## config.mk

```make
export PLATFORM = sky130hd
export DESIGN_NAME = cpu_bus_initiator
export DESIGN_NICKNAME = d
export VERILOG_FILES = /design/src/rtl/cpu_bus_initiator.sv
export SDC_FILE = /design/constraint.sdc
export NUM_CORES = 1
export LEC_CHECK = 0
export CAP_MARGIN = 20
export CORE_ASPECT_RATIO = 1.1
export CORE_UTILIZATION = 35
export DETAILED_ROUTE_END_ITERATION = 16
export PLACE_DENSITY = 0.72
export SLEW_MARGIN = 20
export SYNTH_ARGS = -nofsm -noshare
export SYNTH_HDL_FRONTEND = slang
export SYNTH_SLANG_ARGS = --single-unit
```

## constraint.sdc

```tcl
create_clock -name CLK -period 1.6 [get_ports CLK]
set_input_delay 0.16 -clock CLK [delete_from_list [all_inputs] [get_ports CLK]]
set_output_delay 0.16 -clock CLK [all_outputs]
set_load 0.02 [all_outputs]
```

## src/rtl/cpu_bus_initiator.sv

```systemverilog
// Host-side bus initiator for the cpu core. It turns valid/ready commands into
// CS/write_en write cycles or CS/RD read cycles, then holds each read result on
// a valid/ready response port until it is consumed.
module cpu_bus_initiator #(
    parameter int unsigned INSTR_W = 9,
    parameter int unsigned DATA_W  = 8,
    parameter int unsigned PC_W    = 9,
    parameter int unsigned RD_WAIT = 2
) (
    input  logic               CLK,
    input  logic               RESET,
    input  logic               cmd_valid,
    output logic               cmd_ready,
    input  logic               cmd_is_read,
    input  logic [INSTR_W-1:0] cmd_instr,
    input  logic [DATA_W-1:0]  cmd_data,
    output logic               rsp_valid,
    input  logic               rsp_ready,
    output logic [DATA_W-1:0]  rsp_alu,
    output logic [PC_W-1:0]    rsp_pc,
    output logic               busy,
    output logic               CS,
    output logic               RD,
    output logic               write_en,
    output logic [INSTR_W-1:0] INSTRUCTION,
    output logic [DATA_W-1:0]  INALU,
    input  logic [DATA_W-1:0]  ALURESULT,
    input  logic [PC_W-1:0]    PC
);

    // A zero wait would leave no cycle for RD, so it is treated as one cycle.
    localparam int unsigned RdWaitEff = (RD_WAIT < 1) ? 1 : RD_WAIT;
    localparam int unsigned CntW      = (RdWaitEff > 1) ? $clog2(RdWaitEff) : 1;

    typedef enum logic [1:0] {
        StIdle,
        StWrite,
        StRead,
        StResp
    } state_e;

    state_e              state_q, state_d;
    logic [CntW-1:0]     cnt_q, cnt_d;
    logic                cs_q, cs_d;
    logic                rd_q, rd_d;
    logic                we_q, we_d;
    logic [INSTR_W-1:0]  instr_q, instr_d;
    logic [DATA_W-1:0]   inalu_q, inalu_d;
    logic                rsp_valid_q, rsp_valid_d;
    logic [DATA_W-1:0]   rsp_alu_q, rsp_alu_d;
    logic [PC_W-1:0]     rsp_pc_q, rsp_pc_d;

    // Next-state and next-output decode; strobes are computed for the state being
    // entered so that they appear registered in the same cycle as that state.
    always_comb begin
        state_d     = state_q;
        cnt_d       = cnt_q;
        cs_d        = 1'b0;
        rd_d        = 1'b0;
        we_d        = 1'b0;
        instr_d     = instr_q;
        inalu_d     = inalu_q;
        rsp_valid_d = 1'b0;
        rsp_alu_d   = rsp_alu_q;
        rsp_pc_d    = rsp_pc_q;
        unique case (state_q)
            StIdle: begin
                if (cmd_valid) begin
                    cs_d = 1'b1;
                    if (cmd_is_read) begin
                        state_d = StRead;
                        cnt_d   = CntW'(RdWaitEff - 1);
                        rd_d    = 1'b1;
                    end else begin
                        state_d = StWrite;
                        instr_d = cmd_instr;
                        inalu_d = cmd_data;
                        we_d    = 1'b1;
                    end
                end
            end
            StWrite: begin
                state_d = StIdle;
            end
            StRead: begin
                if (cnt_q == '0) begin
                    state_d     = StResp;
                    rsp_alu_d   = ALURESULT;
                    rsp_pc_d    = PC;
                    rsp_valid_d = 1'b1;
                end else begin
                    cnt_d = cnt_q - 1'b1;
                    cs_d  = 1'b1;
                    rd_d  = 1'b1;
                end
            end
            StResp: begin
                if (rsp_ready) begin
                    state_d = StIdle;
                end else begin
                    rsp_valid_d = 1'b1;
                end
            end
            default: begin
                state_d = StIdle;
            end
        endcase
    end

    // State and output registers with synchronous reset.
    always_ff @(posedge CLK) begin
        if (RESET) begin
            state_q     <= StIdle;
            cnt_q       <= '0;
            cs_q        <= 1'b0;
            rd_q        <= 1'b0;
            we_q        <= 1'b0;
            instr_q     <= '0;
            inalu_q     <= '0;
            rsp_valid_q <= 1'b0;
            rsp_alu_q   <= '0;
            rsp_pc_q    <= '0;
        end else begin
            state_q     <= state_d;
            cnt_q       <= cnt_d;
            cs_q        <= cs_d;
            rd_q        <= rd_d;
            we_q        <= we_d;
            instr_q     <= instr_d;
            inalu_q     <= inalu_d;
            rsp_valid_q <= rsp_valid_d;
            rsp_alu_q   <= rsp_alu_d;
            rsp_pc_q    <= rsp_pc_d;
        end
    end

    assign cmd_ready   = (state_q == StIdle);
    assign busy        = (state_q != StIdle);
    assign CS          = cs_q;
    assign RD          = rd_q;
    assign write_en    = we_q;
    assign INSTRUCTION = instr_q;
    assign INALU       = inalu_q;
    assign rsp_valid   = rsp_valid_q;
    assign rsp_alu     = rsp_alu_q;
    assign rsp_pc      = rsp_pc_q;

endmodule

```

**Word level (Yosys, flattened, before mapping)**

Cells that the tools add are included.

- Flip-flop bits (word level): 41
- Bits of input ports: 39
- Output and inout bits: 40
- Word-level logic and storage cells: 49

- $add $sub $neg: 1
- Bitwise gates (word level): 4
- Reductions and logical operators: 8
- Equality and inequality tests: 7
- Muxes and demuxes: 19

Operators with widths:

| cell | number |
|---|---|
| $mux W1 | 10 |
| $reduce_and A3 Y1 | 3 |
| $mux W2 | 4 |
| $pmux W1 S2 | 4 |
| $pmux W2 S4 | 1 |
| $ne A2 B2 Y1 const B | 3 |
| $eq A2 B2 Y1 const B | 2 |
| $not A1 Y1 | 4 |
| $reduce_bool A2 Y1 | 2 |
| $reduce_or A3 Y1 | 1 |
| $eq A2 B1 Y1 const B | 1 |
| $logic_not A2 Y1 | 1 |
| $ne A2 B1 Y1 const B | 1 |
| $reduce_and A2 Y1 | 1 |
| $sub A1 B1 Y1 const B | 1 |

**Depth between registers and ports, before layout**

Gate-level depths: netlist of the first run.

- Depth in word-level cells: 3
- Depth in mapped cells: 6

**Worst setup path after synthesis of the first run**

No wires, ideal clock.

- Kind: register to register
- From: reg state_q[1]
- To: reg inalu_q[1] (netlist: INALU[1])
- Arrival time: 1.195 ns
- Stages on the path, launching flop included: 6
- Period minus slack after synthesis: 1.327 ns
- Required time: 1.468 ns
- Path slack: 0.273 ns
- Setup time: 0.132 ns
- Path buffers: 2
- Cells stage by stage: dfxtp_1 > or4b_1 > buf_6 > buf_8 > nand2_1 > a21oi_1

- Word-level cells in the longest chain between the ends: 2

RTL lines:

| item | line | source |
|---|---|---|
| start: declaration | 42 | `state_e state_q, state_d;` |
| start signal: assignment | 113 | `state_q <= StIdle;` |
| start signal: assignment | 124 | `state_q <= state_d;` |
| $logic_not A2 Y1 | 66 | `unique case (state_q)` |
| $reduce_and A3 Y1 (no line) | -- |  |
| end signal: assignment | 130 | `inalu_q <= inalu_d;` |
| end: declaration | 48 | `logic [DATA_W-1:0] inalu_q, inalu_d;` |

Every way passes these cells.
A chain may end at the register's enable or synchronous reset.

**Worst setup path after layout of the first run**

- From: reg cnt_q
- To: reg rsp_pc_q[6] (netlist: rsp_pc[6])

- Word-level cells in the longest chain between the ends: 2

RTL lines:

| item | line | source |
|---|---|---|
| start: declaration | 43 | `logic [CntW-1:0] cnt_q, cnt_d;` |
| start signal: assignment | 125 | `cnt_q <= cnt_d;` |
| $not A1 Y1 (no line) | -- |  |
| $reduce_and A2 Y1 (no line) | -- |  |
| end signal: assignment | 133 | `rsp_pc_q <= rsp_pc_d;` |
| end: declaration | 51 | `logic [PC_W-1:0] rsp_pc_q, rsp_pc_d;` |

Every way passes these cells.

==> results of run 1 <==
## final timing paths
| kind | start | endpoint | cells past startpoint |
|---|---|---|---|
| worst max-delay path | cnt_q$_SDFFE_PP0P_ | rsp_pc[6]$_SDFFE_PP0P_ | 3 |
| worst min-delay path | PC[5] | rsp_pc[5]$_SDFFE_PP0P_ | 3 |
| worst max register to register | cnt_q$_SDFFE_PP0P_ | rsp_pc[6]$_SDFFE_PP0P_ | 3 |
| worst min register to register | INSTRUCTION[5]$_SDFFE_PP0P_ | INSTRUCTION[5]$_SDFFE_PP0P_ | 2 |
## synth_stat cells (2+ instances only)
| library cell | number | area (um2) |
|---|---|---|
| a21oi_1 | 36 | 180 |
| a211oi_1 | 2 | 15.0 |
| nor3_1 | 3 | 15.0 |
| clkbuf_1 | 5 | 18.8 |
| nor2_1 | 2 | 7.51 |
| nand2_1 | 68 | 255 |
| dfxtp_1 | 41 | 821 |
| inv_1 | 3 | 11.3 |
| buf_2 | 2 | 10.0 |
| buf_6 | 5 | 56.3 |
## final cells by class
cell class	instances	area (um2)	area share, %
Inverter	3	11.3	0.460
Multi-Input combinational cell	121	582	23.8
Clock buffer	7	86.3	3.53
Clock inverter	1	30.0	1.23
Sequential cell	41	822	33.6
Tap cell	52	65.1	2.66
Timing Repair Buffer	86	851	34.8
## logic make-up after synthesis
logic type / Yosys count / synth area share [%]
simple gates: 79 / 23.3
compound gates: 42 / 15.1
flops: 41 / 54.2
buf+inv: 16 / 7.35
## what timing repair did
action,4_1_cts,5_1_grt
gates resized for setup,3,0
endpoints found under the setup margin,2,0
hold buffers,0,0
## stage by stage
stage          setup WS, ns  cell area (um2)  hold WS (ns)
2_1_floorplan         0.273             1510         0.296
3_3_place_gp         0.0698             2330         0.441
3_5_place_dp         0.0468             2330         0.446
4_1_cts               0.181             2450         0.405
5_1_grt               0.119             2450         0.420
6_report              0.207             2450         0.416
## worst reg2reg max path, cell delays in order (launching register included)
cell and delay [ns]:
dfxtp_1 0.39, or3b_1 0.66, nand2_1 0.17, a21oi_1 0.07
## cell usage in the layout, fill, tap and decap left out, types with 2 or more instances in the layout
| cell | instances |
|---|---|
| dlygate4sd2_1 | 2 |
| a211oi_1 | 2 |
| inv_1 | 3 |
| nand2_1 | 68 |
| clkdlybuf4s50_1 | 76 |
| dfxtp_1 | 40 |
| nor2_1 | 2 |
| clkbuf_8 | 6 |
| buf_4 | 7 |
| a21oi_1 | 36 |
| nor3_1 | 3 |
## per-layer routing
layer / vias to the layer above / wire length [um]
met3: 4 / 289
met1: 634 / 1580
met4: 0 / 29
li1: 737 / -
met2: 57 / 1630
met5: - / 0
## flip-flops by register name, summed over array words and instances, names as in the netlist
name         cells
INSTRUCTION      9
rsp_pc           9
INALU            8
rsp_alu          8
state_q          2
CS               1
RD               1
cnt_q            1
rsp_valid        1
write_en         1
## power groups by stage
stage	Combinational [mW]	Clock (mW)	Sequential, mW
after floorplan	0.168	0	1.19
after detailed placement	0.451	0	1.13
after global routing	0.479	0.909	1.12
after CTS	0.448	0.869	1.11
final	0.443	0.835	1.11
after global placement	0.447	0	1.13
==> metrics.md, run 1 <==
| Metric | Value |
|---|---|
| Switch Pwr | `0.567 mW` |
| Crit path cell chain | `or3b_1 -> nand2_1 -> a21oi_1` |
| CP Max Fanout | `17` |
| Setup bufs post-CTS | `0` |
| GR Overflow Total | `0` |
| GRT Util Overall | `15.7%` |
| IO Port Bufs | `78` |
| IO Count | `79` |
| Crit Path Class | `reg -> reg` |
| Worst path bufs/invs | `0` |
| Power Density | `975 nW/um2` |
| Slew headroom | `62.4%` |
| Number of global-route vias before repair | `1287` |
| Skew-Pair Late Insertion Delay | `0.28 ns` |
| YS warnings | `0` |
| Pre-antenna DRT Iters | `4` |
| Asr flop ratio synth | `0%` |
| CP Launch Type | `flop` |
| First-pass GRT wire length | `5.69 mm` |
| Area Growth Syn to Fin | `61.7%` |
| H-tree levels | `2` |
| Die Span X | `64.7 um` |
| Minimum clock period | `1.39 ns` |
| Reg power frac | `46.4%` |
| Global-route met1 utilization | `18.0%` |
| Routed length per placed instance | `11.3 um` |
| Share of the yosys chip area belonging to registers | `54.2%` |
| Crit-path max cell delay | `0.66 ns` |
| Die Y | `71.0 um` |
| Number of diodes | `0` |
| Worst Tran Pin Value | `0.564 ns` |
| EDFF count, synth | `0` |
| Area of the core | `4050 um2` |
| Final slew viol count | `0` |
| Global route hottest layer | `met2` |
| Top_reg_cell synth | `dfxtp_1` |
| # fillers | `388` |
| Reg-to-reg slack, setup | `0.21 ns` |
| Row cnt | `24` |
| Internal power | `1.82 mW` |
| Met2 Use GR | `27.0%` |
| Status | `finished, final reports clean` |
| Starting Density | `37.3%` |
| RSZ-0062 raised after global routing | `false` |
| Routed vias/inst | `4.60` |
| Syn_area_per_cell | `8.51 um2` |
| Worst path slowest cell | `or3b_1` |
| Clock share of power | `35.0%` |
| Overall power consumption | `2.39 mW` |
| Sum of negative setup slack | `0 ns` |
| Leakage | `0.884 nW` |
| WP data arrival | `1.57 ns` |
| Initial drt markers | `107` |
| Antenna violations before repair | `0` |
| Die Area | `4590 um2` |
| Max Clock Freq | `718 MHz` |
| Clock-pin slew on the worst setup and hold paths | `0.08 ns` |
| CTS sink count | `41` |
| Worst Setup End Kind | `flop` |
| CTS tree | `yes` |
| Largest net degree at the start of global routing | `42` |
| Root Driver | `clkbuf_8` |
| Tightest Hold Check Type | `in -> reg` |
| Share of cells above drive strength 1 | `7.72%` |
| Period utilization | `87.1%` |
| TritonCTS Buffers | `5` |
| Worst Skew | `0.00834 ns` |
| Routability Congestion | `0.753` |
| Hold Fails Final Rpt | `0` |
| Via Count | `1432` |
| Post-DP HPWL | `2.46 mm` |
| Placed cell count | `303` |
| Max IR drop VDD | `0.653 mV` |
| Drt drc | `0` |
| Final std cells w/o fill | `311` |
| Setup-failing EPs final | `0` |
| Netlist cell types | `21` |
| Total Nets Final | `297` |
| Synth Net Count | `217` |
| Total of max-cap violations | `0` |
| Fin util | `60.4%` |
| Routed WL | `3.53 mm` |
| Post-route ant nets | `0` |
| Cell family with most CP delay | `simple AND/OR/NAND/NOR gates` |
| #FFs+latches synth | `41` |
| Routing usage on met3 | `5.81%` |
| CTS Buffer Depth | `2` |
| Post-Syn Instances | `178` |
| Req. time, crit path | `1.78 ns` |
| Mapped cell area | `1510 um2` |
| Net Sw Frac | `23.8%` |
| Comb power frac | `18.6%` |
No activity file was read; power rests on OpenSTA's default activity.
==> inputs of run 2 (changes only) <==
Settings changed: SETUP_SLACK_MARGIN set to 0.3.
==> run 2 against run 1 <==
Against the previous run:
- global-route usage increased by 1.3 points
- first-iteration DRC count shrank 20%
- register-to-register slack gained 0.05 ns
==> metrics.md, run 2 (same netlist as run 1, synthesis figures left out) <==
| Metric | Value |
|---|---|
| Crit Path Class | `reg -> reg` |
| Share of cells above drive strength 1 | `17.9%` |
| Cts hold-fix bufs | `0` |
| Routed length per placed instance | `12.0 um` |
| Worst Setup End Kind | `flop` |
| Placed cell count | `302` |
| CP Launch Type | `flop` |
| Commonest non-fill, non-tap cell in the layout | `nand2_1` |
| CTS Buffer Depth | `2` |
| Drt drc | `0` |
| WP data arrival | `1.52 ns` |
| Overall power consumption | `2.37 mW` |
| Clock-pin slew on the worst setup and hold paths | `0.08 ns` |
| IO Count | `79` |
| Multi-input gate area | `664 um2` |
| Final std cells w/o fill | `314` |
| Initial drt markers | `86` |
| Largest net degree at the start of global routing | `42` |
| Worst setup margin | `0.253 ns` |
| Final slew viol count | `0` |
| Max IR drop VDD | `0.665 mV` |
| Leakage | `1.12 nW` |
| Pre-antenna DRT Iters | `4` |
| Number of diodes | `0` |
| Reg-to-reg slack, setup | `0.25 ns` |
| Seq. cell area | `828 um2` |
| Crit path launch | `state_q[0]$_SDFFE_PP0P_` |
| Post-route ant nets | `0` |
| First-pass GRT wire length | `6.17 mm` |
| Crit-path max cell delay | `0.58 ns` |
| Reg2Reg Launch Point | `state_q[0]$_SDFFE_PP0P_` |
| GR Overflow Total | `0` |
| Setup-failing EPs final | `0` |
| Commonest cells after routing, fill and taps aside | `nand2_1 (53), dfxtp_1 (39), dlygate4sd2_1 (39), clkdlybuf4s50_1 (38), a21oi_1 (33)` |
| Worst path slowest cell | `or4b_4` |
| Starting Density | `37.3%` |
| H-tree levels | `2` |
| Minimum clock period | `1.35 ns` |
| Via Count | `1461` |
| Worst Skew | `0.00824 ns` |
| Place WS | `0.0122 ns` |
| RSZ-0062 raised after global routing | `true` |
| Tightest Hold Check Type | `in -> reg` |
| Worst Tran Pin Value | `0.277 ns` |
| # fillers | `373` |
| Max Clock Freq | `742 MHz` |
| CTS sink count | `41` |
| Area of the core | `4050 um2` |
| Number of global-route vias before repair | `1390` |
| Post-route design area | `2570 um2` |
| Die Y | `71.0 um` |
| GRT Util Overall | `17.0%` |
| Die Area | `4590 um2` |
| Area Growth Syn to Fin | `69.5%` |
| Total Nets Final | `301` |
| Post-DP HPWL | `2.51 mm` |
| CTS tree | `yes` |
| Status | `finished, final reports clean` |
| Die Span X | `64.7 um` |
| Routed WL | `3.77 mm` |
| Hold Fails Final Rpt | `0` |
| Antenna violations before repair | `0` |
| Hold Slack | `0.415 ns` |
| Row cnt | `24` |
| Sum of negative setup slack | `0 ns` |
| Req. time, crit path | `1.77 ns` |
| Fin util | `63.3%` |
| CP Max Fanout | `4` |
| Skew-Pair Late Insertion Delay | `0.28 ns` |
| Routed vias/inst | `4.65` |
| TritonCTS Buffers | `5` |
| Crit path cell chain | `or4b_4 -> clkbuf_16 -> nand2_4 -> a21oi_1` |
| Period utilization | `84.2%` |
| Routability Congestion | `0.761` |
| Total of max-cap violations | `0` |
| Cell Area, Placed | `2340 um2` |
| Root Driver | `clkbuf_8` |
| Slew headroom | `81.5%` |
| HP Start | `cmd_instr[1]` |
| IO Port Bufs | `78` |
| Power Density | `922 nW/um2` |
==> run 2: timing repair <==
item | 4_1_cts | 5_1_grt
resized for setup | 53 | 25
gates cloned | 2 | 1
buffers inserted | 1 | 1
setup endpoints to repair | 74 | 20
pin swaps | 12 | 8
==> run 2: final timing paths <==
kind / to / depth (start not counted)
worst min-delay path: INSTRUCTION[1]$_SDFFE_PP0P_ / 3
worst max-delay path: INSTRUCTION[7]$_SDFFE_PP0P_ / 4
worst max register to register: INSTRUCTION[7]$_SDFFE_PP0P_ / 4
worst min register to register: rsp_pc[0]$_SDFFE_PP0P_ / 2
==> run 2: layer usage <==
layer | vias to the layer above | wire [um] | track usage, %
met1 | 664 | 1710 | 20.6
li1 | 745 | - | -
met3 | 4 | 192 | 3.87
met4 | 0 | 30 | 5.19
met5 | - | 0 | 0
met2 | 48 | 1840 | 29.6
==> run 2: critical path: cells and delay by family, from the launching register on <==
family / cells / cell delay (ns)
AO/OA/AOI/OAI: 1 / 0.06
buffers and inverters: 1 / 0.20
flip-flops: 1 / 0.36
AND/OR/NAND/NOR: 2 / 0.63
==> run 2: layout make-up <==
class | count | area share, %
well taps | 52 | 2.54
clock buffers | 5 | 2.68
clock inverters | 2 | 1.37
flip-flops and latches | 41 | 32.3
repair buffers | 90 | 34.8
multi-input cells | 121 | 25.9
inverters | 3 | 0.439
==> run 2: power by group <==
part	internal, mW	switching, mW	leakage, nW	total, mW
logic	0.243	0.227	0.727	0.470
clock network	0.453	0.330	0.0540	0.783
registers	1.07	0.0371	0.336	1.11
total	1.77	0.594	1.12	2.37
